<file path="src/rtl/mc_control_fsm_if.sv">
// ---------------------------------------------------------------------------
// mc_control_fsm_if : opcode/handshake inputs and datapath controls of the FSM
// Rev 1.0
// ---------------------------------------------------------------------------
`default_nettype none

interface mc_control_fsm_if;
   logic [5:0] Opcode;
   logic       MemReady;
   logic       PCWrite;
   logic       PCWriteCond;
   logic       IorD;
   logic       MemRead;
   logic       MemWrite;
   logic       IRWrite;
   logic       MemtoReg;
   logic       RegDst;
   logic       RegWrite;
   logic       ALUSrcA;
   logic [1:0] ALUSrcB;
   logic [1:0] ALUOp;
   logic [1:0] PCSource;
   logic       Retired;
   logic       Illegal;
   logic       Timeout;
   logic [3:0] State;

   modport master (
      input  Opcode, MemReady,
      output PCWrite, PCWriteCond, IorD, MemRead, MemWrite, IRWrite, MemtoReg,
             RegDst, RegWrite, ALUSrcA, ALUSrcB, ALUOp, PCSource, Retired,
             Illegal, Timeout, State
   );

   modport slave (
      output Opcode, MemReady,
      input  PCWrite, PCWriteCond, IorD, MemRead, MemWrite, IRWrite, MemtoReg,
             RegDst, RegWrite, ALUSrcA, ALUSrcB, ALUOp, PCSource, Retired,
             Illegal, Timeout, State
   );
endinterface

`default_nettype wire

</file>
<file path="src/rtl/mc_control_fsm.sv">
// ---------------------------------------------------------------------------
// mc_control_fsm : multi-cycle main control FSM (fetch/decode/exec/mem/wb)
// Optional addi support when MC_ADDI_EN is defined.   Rev 1.0
// ---------------------------------------------------------------------------
`default_nettype none

module mc_control_fsm #(
   parameter int unsigned MEM_TIMEOUT = 16
) (
   input  wire logic          clk,
   input  wire logic          reset,
   mc_control_fsm_if.master   bus
);

   typedef enum logic [3:0] {
      FETCH    = 4'd0,
      DECODE   = 4'd1,
      MEMADR   = 4'd2,
      MEMRD    = 4'd3,
      MEMWB    = 4'd4,
      MEMWR    = 4'd5,
      RTYPE_EX = 4'd6,
      RTYPE_WB = 4'd7,
      BEQ_EX   = 4'd8,
      JUMP_EX  = 4'd9,
      ADDI_EX  = 4'd10,
      ADDI_WB  = 4'd11,
      TRAP     = 4'd15
   } state_t;

   localparam logic [5:0] OP_RTYPE = 6'd0;
   localparam logic [5:0] OP_LW    = 6'd35;
   localparam logic [5:0] OP_SW    = 6'd43;
   localparam logic [5:0] OP_BEQ   = 6'd4;
   localparam logic [5:0] OP_J     = 6'd2;
   localparam logic [5:0] OP_ADDI  = 6'd8;
   localparam logic [8:0] TIMEOUT_LIM = 9'(MEM_TIMEOUT);

   state_t     state_q, state_d;
   logic [7:0] cnt_q, cnt_d;
   logic       illegal_q, illegal_d;
   logic       timeout_q, timeout_d;

   logic       pc_write, pc_write_cond, i_or_d, mem_read, mem_write, ir_write;
   logic       mem_to_reg, reg_dst, reg_write, alu_src_a, retired;
   logic [1:0] alu_src_b, alu_op, pc_source;
   logic       wait_expired;
   logic [8:0] cnt_inc;

   always_ff @(posedge clk) begin
      if (reset) begin
         state_q   <= FETCH;
         cnt_q     <= '0;
         illegal_q <= 1'b0;
         timeout_q <= 1'b0;
      end else begin
         state_q   <= state_d;
         cnt_q     <= cnt_d;
         illegal_q <= illegal_d;
         timeout_q <= timeout_d;
      end
   end

   // A wait state expires on the cycle its stall count would reach the limit.
   assign cnt_inc      = {1'b0, cnt_q} + 9'd1;
   assign wait_expired = (TIMEOUT_LIM != 9'd0) && (cnt_inc == TIMEOUT_LIM);

   always_comb begin
      state_d       = state_q;
      cnt_d         = '0;
      illegal_d     = illegal_q;
      timeout_d     = timeout_q;
      pc_write      = 1'b0;
      pc_write_cond = 1'b0;
      i_or_d        = 1'b0;
      mem_read      = 1'b0;
      mem_write     = 1'b0;
      ir_write      = 1'b0;
      mem_to_reg    = 1'b0;
      reg_dst       = 1'b0;
      reg_write     = 1'b0;
      alu_src_a     = 1'b0;
      alu_src_b     = 2'b00;
      alu_op        = 2'b00;
      pc_source     = 2'b00;
      retired       = 1'b0;

      case (state_q)
         FETCH: begin
            mem_read  = 1'b1;
            alu_src_b = 2'b01;
            ir_write  = bus.MemReady;
            pc_write  = bus.MemReady;
            if (bus.MemReady) begin
               state_d = DECODE;
            end else if (wait_expired) begin
               state_d   = TRAP;
               timeout_d = 1'b1;
            end else begin
               cnt_d = (cnt_q == 8'hFF) ? cnt_q : cnt_inc[7:0];
            end
         end
         DECODE: begin
            alu_src_b = 2'b11;
            case (bus.Opcode)
               OP_LW, OP_SW: state_d = MEMADR;
               OP_RTYPE:     state_d = RTYPE_EX;
               OP_BEQ:       state_d = BEQ_EX;
               OP_J:         state_d = JUMP_EX;
`ifdef MC_ADDI_EN
               OP_ADDI:      state_d = ADDI_EX;
`else
               OP_ADDI: begin
                  state_d   = TRAP;
                  illegal_d = 1'b1;
               end
`endif
               default: begin
                  state_d   = TRAP;
                  illegal_d = 1'b1;
               end
            endcase
         end
         MEMADR: begin
            alu_src_a = 1'b1;
            alu_src_b = 2'b10;
            state_d   = (bus.Opcode == OP_SW) ? MEMWR : MEMRD;
         end
         MEMRD, MEMWR: begin
            i_or_d    = 1'b1;
            mem_read  = (state_q == MEMRD);
            mem_write = (state_q == MEMWR);
            retired   = (state_q == MEMWR) && bus.MemReady;
            if (bus.MemReady) begin
               state_d = (state_q == MEMRD) ? MEMWB : FETCH;
            end else if (wait_expired) begin
               state_d   = TRAP;
               timeout_d = 1'b1;
            end else begin
               cnt_d = (cnt_q == 8'hFF) ? cnt_q : cnt_inc[7:0];
            end
         end
         MEMWB: begin
            mem_to_reg = 1'b1;
            reg_write  = 1'b1;
            retired    = 1'b1;
            state_d    = FETCH;
         end
         RTYPE_EX: begin
            alu_src_a = 1'b1;
            alu_op    = 2'b10;
            state_d   = RTYPE_WB;
         end
         RTYPE_WB: begin
            reg_dst   = 1'b1;
            reg_write = 1'b1;
            retired   = 1'b1;
            state_d   = FETCH;
         end
         BEQ_EX: begin
            alu_src_a     = 1'b1;
            alu_op        = 2'b01;
            pc_write_cond = 1'b1;
            pc_source     = 2'b01;
            retired       = 1'b1;
            state_d       = FETCH;
         end
         JUMP_EX: begin
            pc_write  = 1'b1;
            pc_source = 2'b10;
            retired   = 1'b1;
            state_d   = FETCH;
         end
`ifdef MC_ADDI_EN
         ADDI_EX: begin
            alu_src_a = 1'b1;
            alu_src_b = 2'b10;
            state_d   = ADDI_WB;
         end
         ADDI_WB: begin
            reg_write = 1'b1;
            retired   = 1'b1;
            state_d   = FETCH;
         end
`endif
         TRAP: state_d = TRAP;
         default: state_d = FETCH;
      endcase

      // Nothing may strobe the datapath while reset is asserted.
      if (reset) begin
         pc_write      = 1'b0;
         pc_write_cond = 1'b0;
         i_or_d        = 1'b0;
         mem_read      = 1'b0;
         mem_write     = 1'b0;
         ir_write      = 1'b0;
         mem_to_reg    = 1'b0;
         reg_dst       = 1'b0;
         reg_write     = 1'b0;
         alu_src_a     = 1'b0;
         alu_src_b     = 2'b00;
         alu_op        = 2'b00;
         pc_source     = 2'b00;
         retired       = 1'b0;
      end
   end

   assign bus.PCWrite     = pc_write;
   assign bus.PCWriteCond = pc_write_cond;
   assign bus.IorD        = i_or_d;
   assign bus.MemRead     = mem_read;
   assign bus.MemWrite    = mem_write;
   assign bus.IRWrite     = ir_write;
   assign bus.MemtoReg    = mem_to_reg;
   assign bus.RegDst      = reg_dst;
   assign bus.RegWrite    = reg_write;
   assign bus.ALUSrcA     = alu_src_a;
   assign bus.ALUSrcB     = alu_src_b;
   assign bus.ALUOp       = alu_op;
   assign bus.PCSource    = pc_source;
   assign bus.Retired     = retired;
   assign bus.Illegal     = illegal_q;
   assign bus.Timeout     = timeout_q;
   assign bus.State       = state_q;

endmodule

`default_nettype wire

</file>
<file path="src/flat_wrapper.sv">
// flat-port wrapper written by rule: the top's interface ports become plain ports
module mc_control_fsm_flat 
#(
   parameter int unsigned MEM_TIMEOUT = 16
)
  (clk, reset, bus_Opcode, bus_MemReady, bus_PCWrite, bus_PCWriteCond, bus_IorD, bus_MemRead, bus_MemWrite, bus_IRWrite, bus_MemtoReg, bus_RegDst, bus_RegWrite, bus_ALUSrcA, bus_ALUSrcB, bus_ALUOp, bus_PCSource, bus_Retired, bus_Illegal, bus_Timeout, bus_State);
  mc_control_fsm_if bus_i ();
  input  wire logic clk;
  input  wire logic reset;
  input wire logic [$bits(bus_i.Opcode)-1:0] bus_Opcode;
  input wire logic [$bits(bus_i.MemReady)-1:0] bus_MemReady;
  output wire logic [$bits(bus_i.PCWrite)-1:0] bus_PCWrite;
  output wire logic [$bits(bus_i.PCWriteCond)-1:0] bus_PCWriteCond;
  output wire logic [$bits(bus_i.IorD)-1:0] bus_IorD;
  output wire logic [$bits(bus_i.MemRead)-1:0] bus_MemRead;
  output wire logic [$bits(bus_i.MemWrite)-1:0] bus_MemWrite;
  output wire logic [$bits(bus_i.IRWrite)-1:0] bus_IRWrite;
  output wire logic [$bits(bus_i.MemtoReg)-1:0] bus_MemtoReg;
  output wire logic [$bits(bus_i.RegDst)-1:0] bus_RegDst;
  output wire logic [$bits(bus_i.RegWrite)-1:0] bus_RegWrite;
  output wire logic [$bits(bus_i.ALUSrcA)-1:0] bus_ALUSrcA;
  output wire logic [$bits(bus_i.ALUSrcB)-1:0] bus_ALUSrcB;
  output wire logic [$bits(bus_i.ALUOp)-1:0] bus_ALUOp;
  output wire logic [$bits(bus_i.PCSource)-1:0] bus_PCSource;
  output wire logic [$bits(bus_i.Retired)-1:0] bus_Retired;
  output wire logic [$bits(bus_i.Illegal)-1:0] bus_Illegal;
  output wire logic [$bits(bus_i.Timeout)-1:0] bus_Timeout;
  output wire logic [$bits(bus_i.State)-1:0] bus_State;
  assign bus_i.Opcode = bus_Opcode;
  assign bus_i.MemReady = bus_MemReady;
  assign bus_PCWrite = bus_i.PCWrite;
  assign bus_PCWriteCond = bus_i.PCWriteCond;
  assign bus_IorD = bus_i.IorD;
  assign bus_MemRead = bus_i.MemRead;
  assign bus_MemWrite = bus_i.MemWrite;
  assign bus_IRWrite = bus_i.IRWrite;
  assign bus_MemtoReg = bus_i.MemtoReg;
  assign bus_RegDst = bus_i.RegDst;
  assign bus_RegWrite = bus_i.RegWrite;
  assign bus_ALUSrcA = bus_i.ALUSrcA;
  assign bus_ALUSrcB = bus_i.ALUSrcB;
  assign bus_ALUOp = bus_i.ALUOp;
  assign bus_PCSource = bus_i.PCSource;
  assign bus_Retired = bus_i.Retired;
  assign bus_Illegal = bus_i.Illegal;
  assign bus_Timeout = bus_i.Timeout;
  assign bus_State = bus_i.State;
  mc_control_fsm #(.MEM_TIMEOUT(MEM_TIMEOUT)) u_core (.clk(clk), .reset(reset), .bus(bus_i));
endmodule
</file>
<file path="config.mk">
export PLATFORM = sky130hd
export DESIGN_NAME = mc_control_fsm_flat
export DESIGN_NICKNAME = d
export VERILOG_FILES = /design/src/rtl/mc_control_fsm_if.sv /design/src/rtl/mc_control_fsm.sv /design/src/flat_wrapper.sv
export SDC_FILE = /design/constraint.sdc
export NUM_CORES = 1
export LEC_CHECK = 0
export CORE_UTILIZATION = 30
export DETAILED_ROUTE_END_ITERATION = 10
export PLACE_DENSITY = 0.65
export SKIP_CTS_REPAIR_TIMING = 1
export SYNTH_ARGS = -nofsm -noshare
export SYNTH_HDL_FRONTEND = slang
export SYNTH_SLANG_ARGS = --single-unit
</file>
<file path="constraint.sdc">
create_clock -name clk -period 2.75 [get_ports clk]
set_input_delay 0.55 -clock clk [delete_from_list [all_inputs] [get_ports clk]]
set_output_delay 0.55 -clock clk [all_outputs]
set_load 0.02 [all_outputs]
</file>
==> results_dict.tcl <==
set metrics [dict create \
    antenna_found_initial 0 \
    avgRoutedWirePerCell_um 12.55 \
    wl_met2_um 1414 \
    via_per_inst 5.261 \
    regArea_um2 280.3 \
    routed_wl_um 2836 \
    final_area_um2 1518 \
    hold_ws_ns 0.4626 \
    die_w_um 62.86 \
    cts_tree "yes" \
    max_stage_delay_ns 0.62 \
    grt_overflow 0 \
    synth_top_cell_area_share_pct 25.23 \
    wl_met1_um 1268 \
    crit_family "buffers and inverters" \
    finalCritPeriodShare_pct 97.19 \
    cap_violations 0 \
    multi_input_area_um2 744.5 \
    power_density_nw_per_um2 741.4 \
    fmax_ghz 0.3741 \
    num_rows 21 \
    slew_headroom_pct 73.76 \
    clkSinkCount 14 \
    crit_top_cell "clkdlybuf4s50_1" \
    crit_path_max_fanout 3 \
    core_area_um2 3442 \
    drive_gt1_share_pct 11.11 \
    drtIter0Drc 77 \
    synth_top_area_cell "dfxtp_1" \
    grt_pass1_wl_um 4788 \
    gp_congestion 0.8451 \
    vias 1189 \
    crit_chain "clkdlybuf4s50_1, or3_1, nor2_1, clkdlybuf4s50_1" \
    status "completed" \
    clk_latency_ns 0.24 \
    path_clk_slew_ns 0.05 \
    fillers 347 \
    numCtsBuffers 3 \
    drv_slew 0 \
    grt_pass1_vias 1100 \
    hpwl_um 2185 \
    dr_wl_met3_um 100 \
    worst-path-buf-inv 2 \
    fin_crit_ns 2.673 \
    dpl-instance-area_um2 1464 \
    synth_edf_count 0 \
    stdcell_count 226 \
    h-tree-depth 1 \
    ir_drop_mv 0.2878 \
    avgSynthCellArea_um2 7.507 \
    synthToLayoutAreaGrowth_pct 36.60 \
    ys.flop_type "dfxtp_1" \
    worst_hold_path_type "flip-flop to flip-flop" \
    grt_usage_pct 15.02 \
    ys_seq_area_share_pct 25.23 \
    postSynthNetCount 159 \
    end_kind "primary output" \
    die_h_um 62.86 \
    rsz0062_at_grt "no" \
    synthArstFlopShare_pct 0 \
    synth_area_um2 1111 \
    ys_ff_latch 14 \
    required_ns 2.20 \
    cp.arrival_ns 2.12 \
    hold_violations 0 \
    grt_max_degree 16 \
    setup_ws_ns 0.07721 \
    worstMarginPinSlew_ns 0.3905 \
    slowest_stage "clkdlybuf4s50_1" \
    top_layer_used "met4" \
    dpl_worst_slack_ns -0.01188 \
    ioPinCount 32 \
    synth.most_common_cell "nor2_1" \
    clock_skew_ns 0.0006421 \
    netlist_top_cells_count "20 x nor2_1, 14 x dfxtp_1, 13 x a21oi_1, 13 x nand2_1, 8 x nand3_1" \
    place_inst 223 \
    setup_violations 0 \
    diodes 0 \
    drt_first_pass_iters 4 \
    power_leakage_nw 0.6440 \
    synth.distinct_cells 47 \
    final_nets 193 \
    synth_cells 148 \
    drcViolationCount 0 \
    final_antenna_net_count 0 \
    port_buffers 31 \
    cp-start-kind "primary input" \
    critPathKind "primary input to primary output" \
    ys_top_cells_by_area "dfxtp_1 25%, nor2_1 6.8%, a21oi_1 5.9%" \
    cts_root_buf "clkbuf_8" \
    die-area_um2 3951 \
    start_util_pct 32.28 \
    yosysWarningCount 0 \
    tns_ns 0 \
    cts-root-to-sink-buffers 2 \
]
## power by group
| part | leakage, nW | internal, mW | switching, mW |
|---|---|---|---|
| registers | 0.114 | 0.235 | 0.0633 |
| logic | 0.509 | 0.308 | 0.352 |
| clock network | 0.0216 | 0.0969 | 0.0697 |
| total | 0.644 | 0.640 | 0.485 |
## worst paths after layout
kind	startpoint	to	slack, ns	cells after the start
worst max-delay path	reset	bus_PCWriteCond	0.08	4
worst min-delay path	u_core.bus.Timeout$_SDFFE_PP0P_	u_core.bus.Timeout$_SDFFE_PP0P_	0.46	2
worst max register to register	u_core.cnt_q[1]$_SDFFE_PP0N_	u_core.bus.Timeout$_SDFFE_PP0P_	0.56	6
worst min register to register	u_core.bus.Timeout$_SDFFE_PP0P_	u_core.bus.Timeout$_SDFFE_PP0P_	0.46	2
## layout by cell type (no fill, tap or decap), drive strengths merged, types with 2 or more instances in the layout
cell           Yosys  routed
clkdlybuf4s50      0      26
inv                5       5
ha                 2       2
nand2             13      13
a21oi             13      13
a211oi             2       2
clkbuf             5       3
a211o              2       2
o21ai              7       7
nor3b              2       2
buf                4       7
nand4              2       2
nor2              20      20
a21bo              2       2
and3               5       5
xnor2              3       3
dlymetal6s2s       0       5
nand3              9       9
dfxtp             14      14
nor3               6       6
nand2b             2       2
nor4               2       2
xor2               4       4
or3                3       3
a31oi              3       3
or2                2       2
## area by class of cell
type | instances | area share [%]
Multi-Input combinational cell | 120 | 49.05
Clock buffer | 3 | 2.721
Tap cell | 46 | 3.792
Inverter | 5 | 1.237
Sequential cell | 14 | 18.47
Timing Repair Buffer | 38 | 24.73
## tightest hold or removal path, delay by kind of cell (launching register included)
family / cells / cell delay [ns]
buffers and inverters: 1 / 0.05
AOI/OAI and AO/OA: 1 / 0.05
DFF: 1 / 0.31
## stage by stage
stage                     utilization, %  power, mW
after detailed placement           42.53     0.9677
after global placement             42.53     0.9525
final                              44.09      1.125
after floorplan                        -     0.7369
after global routing               44.09      1.202
after CTS                          43.73      1.136
## flip-flops by register name (all words and copies together) (netlist names)
| register | cells |
|---|---|
| u_core.cnt_q | 8 |
| u_core.bus.State | 4 |
| u_core.bus.Illegal | 1 |
| u_core.bus.Timeout | 1 |
## logic make-up after synthesis
kind of cell	count (synthesis)	synth area share (%)
AO/OA/AOI/OAI	38	22.64
XOR/XNOR	7	5.518
adder cells (fa/ha/maj)	2	2.252
buffers and inverters	14	7.771
flip-flops	14	25.23
multiplexers	2	2.252
AND/OR/NAND/NOR	71	34.35
## layer usage
metal | GRT usage, % | up-vias
li1 | - | 606
met1 | 17.49 | 543
met2 | 27.04 | 35
met3 | 1.825 | 5
met4 | 6.977 | 0
met5 | 0 | -
(Power assumes the default switching activity.)
